==> src/rtl/restoring_divider.sv <==
// restoring_divider: multi-cycle unsigned divider, one quotient bit per cycle, valid/ready on both sides
module restoring_divider #(
    parameter int WIDTH = 16
) (
    input  logic             clk,
    input  logic             rst,
    input  logic             in_valid,
    output logic             in_ready,
    input  logic [WIDTH-1:0] dividend,
    input  logic [WIDTH-1:0] divisor,
    output logic             out_valid,
    input  logic             out_ready,
    output logic [WIDTH-1:0] quotient,
    output logic [WIDTH-1:0] remainder,
    output logic             div_by_zero
);
    localparam int CW = $clog2(WIDTH);
    typedef enum logic [1:0] {IDLE, CALC, DONE} state_t;
    state_t           state_q, state_d;
    logic [WIDTH-1:0] q_q, q_d, r_q, r_d, d_q, d_d;
    logic [CW-1:0]    cnt_q, cnt_d;
    logic             dbz_q, dbz_d, out_valid_q, out_valid_d;
    logic [WIDTH:0]   s, t;
    always_comb begin
        s           = {r_q, q_q[WIDTH-1]};
        t           = s - {1'b0, d_q};
        state_d     = state_q;
        q_d         = q_q;
        r_d         = r_q;
        d_d         = d_q;
        cnt_d       = cnt_q;
        dbz_d       = dbz_q;
        out_valid_d = 1'b0;
        case (state_q)
            IDLE: if (in_valid) begin
                d_d     = divisor;
                cnt_d   = CW'(WIDTH - 1);
                dbz_d   = divisor == '0;
                q_d     = dbz_d ? '1 : dividend;
                r_d     = dbz_d ? dividend : '0;
                state_d = dbz_d ? DONE : CALC;
            end
            CALC: begin
                r_d         = t[WIDTH] ? s[WIDTH-1:0] : t[WIDTH-1:0];
                q_d         = {q_q[WIDTH-2:0], ~t[WIDTH]};
                cnt_d       = cnt_q - 1'b1;
                out_valid_d = cnt_q == '0;
                state_d     = cnt_q == '0 ? DONE : CALC;
            end
            DONE: begin
                // zero-divisor results spend one cycle in DONE before out_valid rises
                out_valid_d = ~(out_valid_q & out_ready);
                state_d     = out_valid_q & out_ready ? IDLE : DONE;
                dbz_d       = out_valid_q & out_ready ? 1'b0 : dbz_q;
            end
            default: state_d = IDLE;
        endcase
    end
    always_ff @(posedge clk or posedge rst) begin
        if (rst) begin
            state_q     <= IDLE;
            q_q         <= '0;
            r_q         <= '0;
            d_q         <= '0;
            cnt_q       <= '0;
            dbz_q       <= 1'b0;
            out_valid_q <= 1'b0;
        end else begin
            state_q     <= state_d;
            q_q         <= q_d;
            r_q         <= r_d;
            d_q         <= d_d;
            cnt_q       <= cnt_d;
            dbz_q       <= dbz_d;
            out_valid_q <= out_valid_d;
        end
    end
    assign in_ready    = state_q == IDLE;
    assign out_valid   = out_valid_q;
    assign quotient    = q_q;
    assign remainder   = r_q;
    assign div_by_zero = dbz_q;
endmodule
==> config.mk <==
export PLATFORM = sky130hd
export DESIGN_NAME = restoring_divider
export DESIGN_NICKNAME = d
export VERILOG_FILES = /design/src/rtl/restoring_divider.sv
export SDC_FILE = /design/constraint.sdc
export NUM_CORES = 1
export LEC_CHECK = 0
export CORE_ASPECT_RATIO = 0.8
export CORE_MARGIN = 2
export CORE_UTILIZATION = 51
export DETAILED_ROUTE_END_ITERATION = 10
export PLACE_DENSITY = 0.88
export REMOVE_ABC_BUFFERS = 1
export SETUP_SLACK_MARGIN = 0.1
export SYNTH_ARGS = -nofsm -noshare
export SYNTH_HDL_FRONTEND = slang
export SYNTH_SLANG_ARGS = --single-unit
==> constraint.sdc <==
create_clock -name clk -period 3.85 [get_ports clk]
set_clock_uncertainty 0.15 [all_clocks]
set_input_delay 0.77 -clock clk [delete_from_list [all_inputs] [get_ports clk]]
set_output_delay 0.77 -clock clk [all_outputs]
set_load 0.01 [all_outputs]
==> results by group <==
Min path
  • Worst hold endpoint: d_q[8]$_DFFE_PP0P_
  • HP Class: flop to flop
  • WHS Path Cells: 1
  • Hold path start: d_q[8]$_DFFE_PP0P_

Layout
  • Final nets: 528
  • P&R area growth vs syn: 23.84%
  • Share of layout cells above drive strength 1: 8.705%
  • Ant diodes: 0
  • Post-Layout Cell Count: 558

Timing
  • Max frequency: 317.3 MHz
  • Setup TNS: 0 ps
  • Worst Max-Slew Pin Slew: 1010 ps
  • Fin crit share: 81.85%
  • RSZ-0062 raised after global routing: false
  • PnR worst setup slack: 698.7 ps
  • Final Hold Vio Count: 0
  • Rel. slew slack: 32.69%
  • Setup violators final: 0
  • Final max-slew violation count: 0
  • Final min period: 3151 ps

Logic synthesis
  • Most used DFF post-synth: dfrtp_1
  • EDFF count, synth: 0
  • Ys async rst share: 100.0%
  • Sequential element share of the synthesized area: 38.36%
  • Synth top area share: 38.36%
  • Top cells by count, synth: dfrtp_1, nor2_1, o21ai_0, a21oi_1, nand2_1
  • Area leader, netlist: dfrtp_1
  • Synth unique cells: 54
  • Mapped Cells: 410
  • Synthesized cell area: 3654 µm²
  • Syn avg cell area: 8.911 µm²
  • Most frequent cell after synthesis: dfrtp_1
  • Yosys warns: 0
  • Flops & latches, synth: 56
  • Synth top area cells: dfrtp_1, ha_1, mux2_2

Routing
  • Final wirelength: 9295 µm
  • Total number of vias: 3,323
  • DRC: 0
  • Avg Vias per Cell: 5.955
  • Routed wire length per instance: 16.66 µm
  • Final ANT Viol Nets: 0
  • Iteration-0 DRC Markers: 270
  • Drt first pass iters: 5

Clock tree
  • Post-cts resize count: 0
  • Clock slew at reported path FFs: 100 ps
  • Clk sink count: 56
  • Hold-fix buffers at CTS: 0
  • CTS tree: yes
  • Max H-tree Level: 2
  • Skew-Pair Late Insertion Delay: 310 ps
  • Clock Path Buffers: 2
  • Buffer count from post-CTS setup fixing: 0
  • Num CTS Buffers: 5
  • CTS Root Buffer Type: clkbuf_8

Power and ir drop
  • NetSw: 1.984 mW
  • Gate power share: 65.4%
  • P_leak: 1.927 nW
  • PwrDens: 975.1 nW/µm²
  • Switching Share: 44.98%
  • P_int: 2.427 mW
  • Flop pwr share: 25.3%
  • Clock network power share: 9.4%
  • Peak VDD IR: 580.2 µV

Global route
  • Largest net degree at the start of global routing: 57
  • Initial antenna violation count: 0
  • Number of global-route vias before repair: 3,132
  • GRT overflow: 0
  • First-pass GRT wire length: 15,480 µm
  • Gr usage total: 24.30%

Worst setup path
  • CP Capture Type: flop
  • Reg2reg end: remainder[0]$_DFFE_PP0P_
  • Crit-path max FO: 21
  • FF-to-FF setup slack: 700 ps
  • Critical path type: flop to flop
  • CP Data Arrival Time: 3230 ps
  • FF-to-FF Start: quotient[15]$_DFFE_PP0P_
  • R2r worst-path depth: 11
  • Required time of the critical path: 3930 ps
  • Startpoint types: flop

Floorplan
  • Ports: 71
  • Initial core utilization: 52.76%
  • Width of the die: 98.63 µm
  • Die H: 79.71 µm
  • Site Rows: 27
  • Total core area: 6925 µm²
  • Die area: 7861 µm²

Run
  • MaxCap Viol Count: 0

Place
  • Placed cells: 550
  • Detail Placement HPWL: 6872 µm
  • Worst slack at placement: 651.9 ps
  • Global placement routability congestion: 0.8908
  • I/O Buffers: 70

Run status
  • Run status: completed
-- critical path, cell delays in order, from the launching register on --
cell      delay [ps]
dfrtp_1          390
inv_1            120
ha_1             240
fa_1             420
nand2b_1         190
a21oi_1          290
o21ai_1          170
nand3_2          120
xor2_2           130
buf_4            300
mux2_2           380
o221ai_1         150
-- cell families (layout without fill, tap and decap cells) --
group                      Yosys count  after routing  share of synthesized area, %
xor gates and xnor gates            12             12                         3.082
muxes                               29             29                         8.664
adders and majority gates           22             22                         7.740
buffers and inverters               48            109                         5.650
AOI/OAI and AO/OA                  122            122                         20.55
and+or+nand+nor                    121            121                         15.96
DFF                                 56             56                         38.36
-- how the worst max path moves through the flow --
stage                             startpoint                   endpoint  slack [ps]
floorplan             state_q[1]$_DFFE_PP0P_  remainder[14]$_DFFE_PP0P_          40
detailed placement               divisor[10]     state_q[1]$_DFFE_PP0P_         650
global placement                 divisor[13]     state_q[1]$_DFFE_PP0P_         730
global route        quotient[15]$_DFFE_PP0P_   remainder[0]$_DFFE_PP0P_         560
finish              quotient[15]$_DFFE_PP0P_   remainder[0]$_DFFE_PP0P_         700
CTS                 quotient[15]$_DFFE_PP0P_   remainder[0]$_DFFE_PP0P_         740
-- power groups by stage --
stage | combinational [mW] | sequential [mW] | clock [mW]
2_1_floorplan | 1.94 | 1.12 | 0
3_3_place_gp | 2.73 | 1.11 | 0
3_5_place_dp | 2.85 | 1.13 | 0
4_1_cts | 2.86 | 1.12 | 0.420
5_1_grt | 3.18 | 1.16 | 0.453
6_report | 2.88 | 1.11 | 0.413
-- final cells by class --
| type | count | area, µm² |
|---|---|---|
| fillers | 586 | 2401 |
| multi-input cells | 306 | 2049 |
| flip-flops and latches | 56 | 1401 |
| repair buffers | 77 | 753.2 |
| well taps | 87 | 108.9 |
| inverters | 24 | 90.09 |
| clock buffers | 6 | 82.58 |
| clock inverters | 2 | 38.79 |
-- registers in the layout (all words and copies together) (netlist names) --
register and flops:
out_valid 1, quotient 16, d_q 16, remainder 16
cnt_q 4, div_by_zero 1, state_q 2
-- cell usage in the layout, fill, tap and decap left out, types with 2 or more instances in the layout --
cell type        count
xnor2_1              6
o21ai_0             36
xor2_1               5
clkdlybuf4s50_1     70
nor4_1               5
inv_1               23
o221ai_1             2
nor3_1               5
and2_1               2
o21a_1               3
o21ai_1              4
dfrtp_1             56
mux2i_1             11
a211oi_1             7
a21o_1               3
ha_1                21
nor2b_1              9
nand2_1             28
o22ai_1              5
nor3b_1              2
o211ai_1             7
nand3_1              9
nor2_1              40
and3_1               2
a21oi_1             30
mux2_2              17
o311ai_0             3
nand4_1              4
clkbuf_8             6
nand2b_1            10
a22oi_1             10
buf_4                7
-- per-stage QoR --
stage	hold WS (ps)	total power, mW	cell area [µm²]	utilization (%)
floorplan	312.5	3.064	3537	-
global placement	331.2	3.836	4403	63.58
detailed placement	343.0	3.973	4403	63.58
CTS	367.3	4.397	4524	65.33
global route	376.3	4.794	4524	65.33
finish	363.3	4.412	4524	65.33
-- routing by layer --
layer / GRT usage [%] / up-vias / share of wire (%)
met3: 4.116 / 8 / 7.1
met2: 38.78 / 135 / 47
met4: 4.521 / 0 / 0.60
met5: 0 / - / 0
li1: - / 1580 / -
met1: 35.31 / 1600 / 45
No activity file was read; power rests on OpenSTA's default activity.
